## src/rtl/floo_eos_monitor.sv

```systemverilog
// End-of-simulation monitor: latches per-core end_of_sim flags over a cluster grid and
// sequences IDLE -> RUN -> DRAIN -> DONE, with an optional RUN-cycle watchdog.
module floo_eos_monitor #(
   parameter int unsigned NumClusters   = 32,
   parameter int unsigned NumCores      = 9,
   parameter int unsigned DrainCycles   = 100,
   parameter int unsigned TimeoutCycles = 0,
   parameter int unsigned CntWidth      = 32
) (
   input  logic                             clk_i,
   input  logic                             rst_i,
   input  logic                             en_i,
   input  logic                             clear_i,
   input  logic [NumClusters-1:0]           cluster_mask_i,
   input  logic [NumClusters*NumCores-1:0]  eos_i,
   output logic [NumClusters-1:0]           cluster_done_o,
   output logic [$clog2(NumClusters+1)-1:0] num_done_o,
   output logic                             all_done_o,
   output logic                             sim_end_o,
   output logic                             done_o,
   output logic                             timeout_o,
   output logic [CntWidth-1:0]              cycles_o,
   output logic [2:0]                       state_o
);

   localparam int unsigned NumW        = $clog2(NumClusters+1);
   localparam int unsigned DrainW      = (DrainCycles > 1) ? $clog2(DrainCycles) : 1;
   localparam int unsigned DrainLast   = (DrainCycles > 0) ? DrainCycles - 1 : 0;
   localparam int unsigned TimeoutLast = (TimeoutCycles > 0) ? TimeoutCycles - 1 : 0;

   typedef enum logic [2:0] {
      IDLE    = 3'd0,
      RUN     = 3'd1,
      DRAIN   = 3'd2,
      DONE    = 3'd3,
      TIMEOUT = 3'd4
   } state_e;

   state_e                            state_q, state_d;
   logic [NumClusters-1:0]            mask_q, mask_d;
   logic [NumClusters*NumCores-1:0]   latch_q, latch_d;
   logic [NumClusters-1:0]            cdone_q, cdone_d;
   logic [CntWidth-1:0]               cycles_q, cycles_d;
   logic [DrainW-1:0]                 drain_q, drain_d;
   logic                              sim_end_q, sim_end_d;
   logic                              all_done;
   logic [NumW-1:0]                   num_done;

   // Gated by state so the zero mask held in IDLE does not read as complete.
   always_comb begin
      all_done = (state_q != IDLE);
      for (int c = 0; c < NumClusters; c++) begin
         if (mask_q[c] && !cdone_q[c]) all_done = 1'b0;
      end
   end

   always_comb begin
      num_done = '0;
      for (int c = 0; c < NumClusters; c++) begin
         num_done = num_done + NumW'(cdone_q[c]);
      end
   end

   always_comb begin
      state_d  = state_q;
      mask_d   = mask_q;
      latch_d  = latch_q;
      cycles_d = cycles_q;
      drain_d  = drain_q;
      cdone_d  = cdone_q;
      sim_end_d = 1'b0;

      case (state_q)
         IDLE: begin
            if (en_i) begin
               mask_d   = cluster_mask_i;
               cycles_d = '0;
               state_d  = RUN;
            end
         end
         RUN: begin
            latch_d = latch_q | eos_i;
            if (all_done) begin
               drain_d = '0;
               state_d = (DrainCycles == 0) ? DONE : DRAIN;
            end else if ((TimeoutCycles != 0) && (cycles_q == CntWidth'(TimeoutLast))) begin
               state_d = TIMEOUT;
            end else if (cycles_q != '1) begin
               cycles_d = cycles_q + 1'b1;
            end
         end
         DRAIN: begin
            if (drain_q == DrainW'(DrainLast)) state_d = DONE;
            else                                drain_d = drain_q + 1'b1;
         end
         default: ;
      endcase

      // Registered from the next latch value so completion shows one cycle after the last eos.
      for (int c = 0; c < NumClusters; c++) begin
         cdone_d[c] = mask_q[c] & (&latch_d[c*NumCores +: NumCores]);
      end

      sim_end_d = (state_d == DONE) && (state_q != DONE);

      if (clear_i) begin
         state_d   = IDLE;
         mask_d    = '0;
         latch_d   = '0;
         cycles_d  = '0;
         drain_d   = '0;
         cdone_d   = '0;
         sim_end_d = 1'b0;
      end
   end

   always_ff @(posedge clk_i) begin
      if (rst_i) begin
         state_q   <= IDLE;
         mask_q    <= '0;
         latch_q   <= '0;
         cycles_q  <= '0;
         drain_q   <= '0;
         cdone_q   <= '0;
         sim_end_q <= 1'b0;
      end else begin
         state_q   <= state_d;
         mask_q    <= mask_d;
         latch_q   <= latch_d;
         cycles_q  <= cycles_d;
         drain_q   <= drain_d;
         cdone_q   <= cdone_d;
         sim_end_q <= sim_end_d;
      end
   end

   assign cluster_done_o = cdone_q;
   assign num_done_o     = num_done;
   assign all_done_o     = all_done;
   assign sim_end_o      = sim_end_q;
   assign done_o         = (state_q == DONE);
   assign timeout_o      = (state_q == TIMEOUT);
   assign cycles_o       = cycles_q;
   assign state_o        = state_q;

endmodule

```

## config.mk

```make
export PLATFORM = sky130hd
export DESIGN_NAME = floo_eos_monitor
export DESIGN_NICKNAME = d
export VERILOG_FILES = /design/src/rtl/floo_eos_monitor.sv
export SDC_FILE = /design/constraint.sdc
export NUM_CORES = 1
export LEC_CHECK = 0
export CELL_PAD_IN_SITES_DETAIL_PLACEMENT = 1
export CELL_PAD_IN_SITES_GLOBAL_PLACEMENT = 2
export CORE_MARGIN = 1.5
export CORE_UTILIZATION = 28
export CTS_CLUSTER_SIZE = 14
export DETAILED_ROUTE_END_ITERATION = 12
export PLACE_DENSITY = 0.77
export SYNTH_ARGS = -nofsm -noshare
export SYNTH_HDL_FRONTEND = slang
export SYNTH_SLANG_ARGS = --single-unit
```

## constraint.sdc

```tcl
create_clock -name clk_i -period 7.25 [get_ports clk_i]
set_input_delay 1.0875 -clock clk_i [delete_from_list [all_inputs] [get_ports clk_i]]
set_output_delay 1.0875 -clock clk_i [all_outputs]
set_load 0.1 [all_outputs]
```

After elaboration in Yosys (flattened, before gate mapping):

Cells that the tools add are included.

* input port bits: 324
* register bits after elaboration: 395

* bitwise logic cells: 33
* add/subtract/negate cells: 33
* muxes and demuxes: 44
* eq/ne operators: 13
* reduce and logical (&&, ||, !) cells: 105

Operators with widths (count)
* $mux 288: 1
* $or 288x288->288: 1
* $reduce_and 9->1: 32
* $add 6x1->6: 26
* $mux 32: 3
* $pmux 32 s2: 1
* $logic_and 1x1->1: 33
* $add 32x1->32 const B: 1
* $and 1x1->1: 32
* $logic_not 1->1: 32
* $mux 1: 32
* $ne 32x32->1 const B: 1
* $mux 7: 2
* $pmux 7 s2: 1
* $ne 2x2->1 const B: 5
* $eq 3x2->1 const B: 3
* $mux 3: 3
* $pmux 3 s3: 1
* $add 7x1->7 const B: 1
* $eq 7x7->1 const B: 1
* $add 5x1->6: 1
* $add 4x1->5: 1
* $add 3x1->4: 1
* $reduce_and 4->1: 1
* other kinds (11): 12

Depth between registers and ports, before layout:

Gate-level depths: netlist of the first run.

* depth in word-level cells: 38
* depth in mapped cells: 17
* mapped depth without buffers: 17

Worst setup path before layout of the first run:

OpenSTA, ideal clock, no wires.

* kind: register to output
* from: register cdone_q[23], in the netlist cluster_done_o[23]
* to: output port num_done_o[4]
* stages on the path, launching flop included: 18
* path slack: -0.389 ns
* data arrival time: 6.552 ns
* cell sequence: dfxtp_1 > inv_1 > fa_1 > fa_1 > inv_1 > fa_1 > inv_1 > fa_1 > fa_1 > fa_1 > inv_1 > ha_1 > inv_1 > fa_1 > inv_1 > a21o_1 > a21oi_1 > xnor2_1

* longest elaborated chain between the ends: 9

Ends and longest elaborated chain
* from (decl): line 42 `logic [NumClusters-1:0] cdone_q, cdone_d;`
* from (signal assigned): line 132 `cdone_q <= cdone_d;`
* $add 6x1->6 (9 in series): line 60 `num_done = num_done + NumW'(cdone_q[c]);`
* to (decl): line 17 `output logic [$clog2(NumClusters+1)-1:0] num_done_o,`

Every way passes these cells.

Worst setup path in the final report of the first run:

Ends and elaborated chain as after synthesis.

==> results_dict.tcl, run 1 <==
set metrics [dict create \
    drt_drc_violations_left 0 \
    ant_nets 0 \
    place.gp.congestion 0.796 \
    via_per_inst 4.75 \
    worstSetupStartpointType "flop" \
    syn_area_per_cell_sq_um 8.94 \
    drive_above_1_share_pct 5.55 \
    setup_violations 0 \
    grt_max_degree 182 \
    die_y_microns 229 \
    ys.flop_type "dfxtp_1" \
    synth_area_leaders "dfxtp_1 55%, a21oi_1 11%, nor2_1 8.7%" \
    dr.first_iter.drc_count 593 \
    clkSinkCount 395 \
    rsz0062_at_grt "false" \
    relSlewSlack_pct 22.9 \
    cts_buffers 46 \
    post_cts_buffers 0 \
    clock_path_buffers 3 \
    place_hpwl_microns 39500 \
    dr.pass1.iters 4 \
    netlist_area_sq_mm 0.0143 \
    h-tree-depth 2 \
    port_buffers 400 \
    tns_ns 0 \
    outcome "completed" \
    maxCapViolations 0 \
    hold_violations 0 \
    die_area_sq_mm 0.0524 \
    worst-slew-pin-transition_ns 1.15 \
    crit_type "flop to output pin" \
    initial_utilization_pct 28.4 \
    mappedNetlistNets 1957 \
    antenna_found_initial 10 \
    p_per_area_mw_per_mm2 243 \
    peakVddDrop_mv 0.173 \
    report.final.slew_viol_count 0 \
    synth_warnings 0 \
    yosysTopAreaCellShare_pct 55.3 \
    rows 82 \
    synth_top_area_cell "dfxtp_1" \
    cts_root_buffer "clkbuf_16" \
    period_share_pct 90.6 \
    setup_slack_ns 0.680 \
    worstPathMaxFanout 3 \
    utilization_pct 40.7 \
    hold_class "flop to flop" \
    vias 12700 \
    cts_tree "built" \
    synth-seq-area-share_pct 55.3 \
    ys_types 45 \
    track_usage_pct 19.8 \
    post-route-min-period_ns 6.57 \
    core_area_sq_mm 0.0503 \
    critPathCaptureType "output pin" \
    path_clk_slew_ns 0.06 \
    grt_remaining_overflow 0 \
    pre_cts_slack_ns 1.24 \
    cp.arrival_ns 5.48 \
    skew_ns 0.0216 \
    io_pins 401 \
    routed_wl_microns 52400 \
    cts_hold_buffers 0 \
    area_delta_synth_final_pct 43.0 \
    power.leakage_nw 7.32 \
    avgRoutedWirePerCell_microns 19.6 \
    post_cts_resized 0 \
    fmax_mhz 152 \
    fill_cells 5762 \
    syn_inst 1600 \
    grt_pass1_vias 13500 \
    synth_edf_count 0 \
    nets 2325 \
    crit_required_ns 6.16 \
    grt_pass1_wl_microns 80000 \
    insertion_delay_ns 0.59 \
    fp.dieW_microns 229 \
    synth_seq_cells 395 \
    async_reset_ff_share_pct 0 \
]
cells in the mapped netlist (2+ instances only):
| master | n |
|---|---|
| dfxtp_1 | 395 |
| nor2_1 | 331 |
| a21oi_1 | 328 |
| nand2_1 | 94 |
| nor4_1 | 78 |
| clkbuf_1 | 48 |
| inv_1 | 38 |
| nor2b_1 | 33 |
| nand4b_1 | 32 |
| buf_1 | 29 |
| nand3_1 | 25 |
| fa_1 | 24 |
| xnor2_1 | 17 |
| nor3_1 | 14 |
| nand4_1 | 12 |
| and3_1 | 10 |
| ha_1 | 9 |
| and4_1 | 8 |
| mux2i_1 | 8 |
| or2_2 | 8 |
| a21o_1 | 6 |
| buf_2 | 6 |
| or3_1 | 6 |
| nor3b_1 | 5 |
| and2_1 | 4 |
| o21ai_0 | 4 |
| xor2_1 | 4 |
| a31o_2 | 3 |
| buf_6 | 3 |
| nor4b_1 | 2 |
| or4b_4 | 2 |
area by class of cell:
class,instances,area [sq um],area share [%]
Antenna cell,6,15.0,0.0734
Clock inverter,18,236,1.16
Inverter,38,143,0.697
Multi-Input combinational cell,1081,5920,28.9
Sequential cell,395,7910,38.7
Timing Repair Buffer,406,4080,19.9
Clock buffer,63,1320,6.43
Tap cell,672,841,4.11
flip-flops by register name, indices dropped and copies added (netlist names):
| name | cells |
|---|---|
| state_o | 3 |
| drain_q | 7 |
| mask_q | 32 |
| cycles_o | 32 |
| latch_q | 288 |
| sim_end_o | 1 |
| cluster_done_o | 32 |
worst max-delay path, cell delays in order (launching register included):
cell     delay, ns
dfxtp_1       0.36
inv_1         0.07
fa_1          0.51
fa_1          0.52
inv_1         0.05
fa_1          0.47
inv_1         0.06
fa_1          0.47
fa_1          0.51
fa_1          0.42
inv_1         0.07
ha_1          0.16
inv_1         0.06
fa_1          0.49
inv_1         0.08
a21o_1        0.11
a21oi_1       0.09
xnor2_2       0.21
buf_12        0.21
cells by family after synthesis:
logic type / after synthesis / share of synthesized area (%)
simple gates: 672 / 22.7
mux: 8 / 0.560
xor+xnor: 21 / 1.29
buf+inv: 124 / 3.47
compound gates: 347 / 12.5
flops: 395 / 55.3
fa+ha+maj: 33 / 4.15
layer usage:
metal  up-vias  track usage [%]  wire, microns
li1       6197                -              -
met1      6141             23.1          21500
met2       305             33.9          25500
met3        77             6.24           3800
met4         4             7.55           1530
met5         -                0             27
layout by cell type, fill, tap and decap left out, drive strengths merged, types with 2 or more instances in the layout:
cell type,synthesis,routed
a21o,6,6
a21oi,328,328
a31o,3,3
and2,4,4
and3,10,10
and4,8,8
buf,38,15
bufinv,0,5
clkbuf,48,63
clkdlybuf4s50,0,391
clkinv,0,10
dfxtp,395,395
diode,0,6
fa,24,24
ha,9,9
inv,38,40
mux2i,8,8
nand2,94,94
nand3,26,26
nand4,12,12
nand4b,32,32
nor2,332,332
nor2b,33,33
nor3,14,14
nor3b,5,5
nor4,79,79
nor4b,2,2
o21ai,5,5
or2,8,8
or3,6,6
or4b,2,2
xnor2,17,17
xor2,4,4
worst paths after layout:
| kind | depth (start not counted) | slack (ns) | end | from |
|---|---|---|---|---|
| max | 18 | 0.68 | num_done_o[4] | cluster_done_o[23] |
| min | 2 | 0.45 | latch_q[18] | latch_q[18] |
| max reg2reg | 6 | 3.95 | cluster_done_o[26] | state_o[0] |
| min reg2reg | 2 | 0.45 | latch_q[18] | latch_q[18] |
power breakdown:
part	switching [W]	leakage, nW	internal [W]
registers	0.0000156	3.19	0.00220
logic	0.000170	3.36	0.000206
clock network	0.000937	0.769	0.00144
total	0.00112	7.32	0.00385
metrics by stage:
| stage | instance area (sq um) | instances | power [W] | hold WS (ns) |
|---|---|---|---|---|
| 5_1_grt | 20500 | 2679 | 0.00518 | 0.471 |
| 3_5_place_dp | 18900 | 2592 | 0.00264 | 0.440 |
| 3_3_place_gp | 18900 | 2592 | 0.00264 | 0.428 |
| 6_report | 20500 | 2679 | 0.00498 | 0.447 |
| 4_1_cts | 20400 | 2673 | 0.00506 | 0.454 |
| 2_1_floorplan | 14300 | 1600 | 0.00241 | 0.420 |
Power figures use the tool's default switching activity.
==> run 2, diff against run 1 <==
Settings changed: HOLD_SLACK_MARGIN set to 0.06.
Clock period 7.25 ns to 6.1 ns, I/O delays scaled along.
==> run 2 against run 1 <==
Effect of this change:
- the flow now finishes with violations (setup timing)
- clock skew down 0.0056 ns
- die area unchanged
- highest routed layer unchanged
- clock-buffer cell count up 6
==> results_dict.tcl, run 2 (synthesis results as in run 1) <==
set metrics [dict create \
    final_common_cell "clkdlybuf4s50_1" \
    drive_above_1_share_pct 6.73 \
    place.gp.congestion 0.792 \
    nets 2332 \
    dr.pass1.iters 4 \
    ant_nets 0 \
    critPathCaptureType "output pin" \
    final_cell_mix "391 x clkdlybuf4s50_1, 379 x dfxtp_1, 331 x nor2_1" \
    max_flop_register "latch_q" \
    fp.dieW_microns 229 \
    period_share_pct 102 \
    p_comb_share_pct 7.9 \
    dpl_cell_area_sq_mm 0.0190 \
    critPathLaunch "cluster_done_o[17]" \
    clock_power_share_pct 45.9 \
    crit_required_ns 5.18 \
    worstSetupStartpointType "flop" \
    final_area_sq_mm 0.0205 \
    p_sw_share_pct 22.9 \
    cts_hold_buffers 0 \
    pwr-share-seq_pct 46.2 \
    outcome "finished with violations" \
    r2r_end "cluster_done_o[13]" \
    cts_root_buffer "clkbuf_16" \
    via_per_inst 4.72 \
    h-tree-depth 2 \
    worstPathMaxFanout 2 \
    power.leakage_nw 7.32 \
    rows 82 \
    die_area_sq_mm 0.0524 \
    p_sw_w 0.00130 \
    hold_violations 0 \
    grt_max_degree 161 \
    internal-power_w 0.00440 \
    core_area_sq_mm 0.0503 \
    vias 12600 \
    final-seq-area_sq_mm 0.00794 \
    place_hpwl_microns 39600 \
    port_buffers 400 \
    insertion_delay_ns 0.57 \
    grt_pass1_vias 13400 \
    maxCapViolations 0 \
    p_per_area_mw_per_mm2 278 \
    violations "setup timing" \
    report.final.slew_viol_count 0 \
    area_delta_synth_final_pct 43.5 \
    worst-slew-pin-transition_ns 1.14 \
    final_cells 2680 \
    fmax_mhz 161 \
    clock_path_buffers 3 \
    die_y_microns 229 \
    skew_ns 0.0160 \
    initial_utilization_pct 28.4 \
    cp.arrival_ns 5.29 \
    track_usage_pct 19.6 \
    relSlewSlack_pct 23.9 \
    post-place-cells 2595 \
    grt_remaining_overflow 0 \
    setup_violations 3 \
    io_pins 401 \
    crit_type "flop to output pin" \
    path_clk_slew_ns 0.06 \
    routed_wl_microns 52200 \
    setup_slack_ns -0.104 \
    utilization_pct 40.8 \
    clkSinkCount 395 \
    grt_pass1_wl_microns 79100 \
    rsz0062_at_grt "true" \
    rrSetupSlack_ns 2.77 \
    multiInputGateArea_sq_mm 0.00599 \
    largest_register_ffs 288 \
    post-route-min-period_ns 6.20 \
    cp-endpoint "num_done_o[4]" \
    fill_cells 5788 \
    cts_buffers 46 \
    hold_class "flop to flop" \
    r2r_start "state_o[0]" \
    rr_worst_depth 7 \
    drt_drc_violations_left 0 \
    antenna_found_initial 5 \
    dr.first_iter.drc_count 575 \
    avgRoutedWirePerCell_microns 19.5 \
    peakVddDrop_mv 0.163 \
    cts_tree "built" \
]
-- run 2: cell types whose count changed in the layout (fill, tap and decap cells not counted), moves of 3 or more --
cell,delta
buf_12,+4
dfxtp_4,+5
inv_2,+3
dfxtp_2,+11
diode_2,-3
dfxtp_1,-16
bufinv_16,-5
clkbuf_1,+4
inv_1,-3
-- run 2: cell type report --
class                   instances  share of cell area, %
repair buffers                413                   20.4
clock inverters                 9                  0.238
multi-input cells            1081                   29.2
flip-flops and latches        395                   38.7
diodes                          3                 0.0366
well taps                     672                   4.10
inverters                      38                  0.695
clock buffers                  69                   6.67
-- run 2: worst min path at each step --
stage	startpoint	end	slack [ns]	cells past startpoint
2_1_floorplan	latch_q[0]	latch_q[0]	0.42	2
3_3_place_gp	latch_q[114]	latch_q[114]	0.43	2
3_5_place_dp	latch_q[97]	latch_q[97]	0.44	2
4_1_cts	latch_q[97]	latch_q[97]	0.45	2
5_1_grt	latch_q[196]	latch_q[196]	0.47	2
6_report	latch_q[31]	latch_q[31]	0.45	2
-- run 2: through the flow --
stage	worst slack [ns]	power (W)	hold WS (ns)	setup TNS, ns
global route	-0.292	0.00595	0.472	-0.842
floorplan	0.0148	0.00286	0.420	0
CTS	-0.172	0.00581	0.453	-0.235
detailed placement	0.171	0.00314	0.440	0
global placement	0.233	0.00313	0.429	0
finish	-0.104	0.00570	0.448	-0.157
-- run 2: repair_timing --
item                                   in CTS  in global routing
setup buffers                               3                  1
pin swaps                                   9                  6
setup endpoints to repair                   3                  5
endpoints found under the hold margin       0                  0
gates resized for setup                     4                  6
-- run 2: metal layers --
metal | routed length (microns) | track usage (%) | vias up
met4 | 1810 | 7.11 | 2
li1 | - | - | 6210
met3 | 4210 | 7.30 | 87
met2 | 25100 | 33.5 | 292
met5 | 11 | 0 | -
met1 | 21100 | 22.3 | 6055
-- run 2: worst max-delay path, stage by stage, from the launching register on --
cell,delay (ns)
dfxtp_2,0.33
fa_1,0.55
inv_2,0.04
fa_1,0.49
inv_1,0.05
fa_1,0.47
inv_1,0.06
fa_1,0.45
fa_1,0.51
fa_1,0.42
inv_2,0.08
ha_4,0.13
inv_2,0.04
fa_2,0.40
inv_1,0.07
a21o_1,0.15
a21oi_4,0.08
xnor2_4,0.20
buf_12,0.20
-- run 2: power groups by stage --
stage	Clock [W]	Combinational [W]	Sequential, W
global route	0.00282	0.000492	0.00264
CTS	0.00272	0.000454	0.00263
finish	0.00262	0.000449	0.00263
global placement	0	0.000445	0.00269
floorplan	0	0.000178	0.00268
detailed placement	0	0.000452	0.00269
==> run 3, diff against run 2 <==
Settings changed: CTS_BUF_LIST set to sky130_fd_sc_hd__clkbuf_8 sky130_fd_sc_hd__clkbuf_16.
==> run 3 against run 2 <==
Effect of this change:
- clock power is essentially flat
- total power shrank 0.32%
- critical path depth unchanged
- worst setup slack got worse by 0.00061 ns
- register-to-register slack barely moved
- the run still ends with setup timing left
==> results_dict.tcl, run 3 (synthesis results as in run 1) <==
set metrics [dict create \
    grt_remaining_overflow 0 \
    maxCapViolations 0 \
    final-seq-area_sq_mm 0.00794 \
    crit_required_ns 5.18 \
    vias 12600 \
    setup_slack_ns -0.104 \
    ant_nets 0 \
    p_per_area_mw_per_mm2 277 \
    drive_above_1_share_pct 6.73 \
    hold_class "flop to flop" \
    antenna_found_initial 5 \
    die_y_microns 229 \
    worst-slew-pin-transition_ns 1.14 \
    r2r_end "cluster_done_o[13]" \
    largest_register_ffs 288 \
    rr_worst_depth 7 \
    nets 2332 \
    max_flop_register "latch_q" \
    report.final.slew_viol_count 0 \
    cts_buffers 46 \
    fp.dieW_microns 229 \
    multiInputGateArea_sq_mm 0.00599 \
    routed_wl_microns 52100 \
    worstSetupStartpointType "flop" \
    final_cell_mix "391 x clkdlybuf4s50_1, 379 x dfxtp_1, 331 x nor2_1" \
    via_per_inst 4.72 \
    clock_path_buffers 3 \
    min_from "latch_q[31]" \
    drt_drc_violations_left 0 \
    outcome "finished with violations" \
    port_buffers 400 \
    final_cells 2680 \
    track_usage_pct 19.6 \
    critPathCaptureType "output pin" \
    cts_root_buffer "clkbuf_16" \
    place.gp.congestion 0.792 \
    rsz0062_at_grt "true" \
    grt_max_degree 161 \
    cp.arrival_ns 5.29 \
    grt_pass1_wl_microns 79100 \
    peakVddDrop_mv 0.162 \
    die_area_sq_mm 0.0524 \
    fill_cells 5788 \
    rows 82 \
    post-route-min-period_ns 6.20 \
    core_area_sq_mm 0.0503 \
    cts_tree "built" \
    fmax_mhz 161 \
    dr.pass1.iters 4 \
    holdPathEnd "latch_q[31]" \
    power.leakage_nw 7.37 \
    crit_type "flop to output pin" \
    path_clk_slew_ns 0.06 \
    area_delta_synth_final_pct 43.5 \
    setup_violations 3 \
    grt_pass1_vias 13400 \
    utilization_pct 40.8 \
    clkSinkCount 395 \
    place_hpwl_microns 39600 \
    avgRoutedWirePerCell_microns 19.4 \
    rrSetupSlack_ns 2.76 \
    hold_violations 0 \
    r2r_start "state_o[0]" \
    insertion_delay_ns 0.57 \
    io_pins 401 \
    period_share_pct 102 \
    worst_hold_path.num_cells 2 \
    post-place-cells 2595 \
    h-tree-depth 2 \
    violations "setup timing" \
    initial_utilization_pct 28.4 \
    skew_ns 0.0165 \
    final_common_cell "clkdlybuf4s50_1" \
    worstPathMaxFanout 2 \
    relSlewSlack_pct 24.0 \
    dr.first_iter.drc_count 545 \
]
## run 3: changes by cell type in the layout (fill, tap and decap cells not counted)
cell / change
clkbuf_1: -11
inv_1: +11
## run 3: area by class of cell
| cell class | instances | area share, % |
|---|---|---|
| sequential | 395 | 38.7 |
| multi-input combinational | 1081 | 29.2 |
| timing repair buffer | 413 | 20.4 |
| clock buffer | 58 | 6.47 |
| tap | 672 | 4.10 |
| inverter | 38 | 0.695 |
| clock inverter | 20 | 0.439 |
| antenna | 3 | 0.0366 |
## run 3: where the power goes
group	internal, W	total (W)	leakage (nW)	switching (W)
Clock	0.00152	0.00260	0.753	0.00108
Sequential	0.00262	0.00263	3.20	0.0000183
Combinational	0.000246	0.000449	3.41	0.000203
## run 3: what timing repair did
item / 4_1_cts / 5_1_grt
gates cloned: 0 / 0
setup endpoints to repair: 3 / 5
hold buffers: 0 / 0
pin swaps: 9 / 6
setup buffers: 3 / 1
resized for setup: 4 / 6
## run 3: per-layer routing
layer	part of all wire, %	routed length, microns	vias to the layer above	track usage, %
li1	-	-	6213	-
met1	40	21000	6044	22.3
met2	48	25000	302	33.5
met5	0.021	11	-	0
met4	3.5	1810	2	7.11
met3	8.1	4230	87	7.30
## run 3: worst max path at each step
stage | to | from | slack (ns) | cells after the start
finish | num_done_o[4] | cluster_done_o[17] | -0.10 | 18
global route | num_done_o[4] | cluster_done_o[17] | -0.29 | 18
CTS | num_done_o[4] | cluster_done_o[17] | -0.17 | 18
detailed placement | num_done_o[4] | cluster_done_o[23] | 0.17 | 18
global placement | num_done_o[4] | cluster_done_o[23] | 0.23 | 18
floorplan | num_done_o[4] | cluster_done_o[23] | 0.01 | 17
## run 3: metrics by stage
step	total power, W	setup WS (ns)	hold WS (ns)	setup TNS (ns)	instance area, sq um
2_1_floorplan	0.00286	0.0148	0.420	0	14400
3_3_place_gp	0.00313	0.233	0.429	0	19000
3_5_place_dp	0.00314	0.171	0.440	0	19000
4_1_cts	0.00579	-0.172	0.453	-0.235	20500
5_1_grt	0.00593	-0.292	0.472	-0.842	20500
6_report	0.00568	-0.104	0.448	-0.161	20500
## run 3: critical path: stages, from the launching register on
cell     delay, ns
dfxtp_2       0.33
fa_1          0.55
inv_2         0.04
fa_1          0.49
inv_1         0.05
fa_1          0.47
inv_1         0.06
fa_1          0.45
fa_1          0.51
fa_1          0.42
inv_2         0.08
ha_4          0.13
inv_2         0.04
fa_2          0.40
inv_1         0.07
a21o_1        0.15
a21oi_4       0.08
xnor2_4       0.20
buf_12        0.20
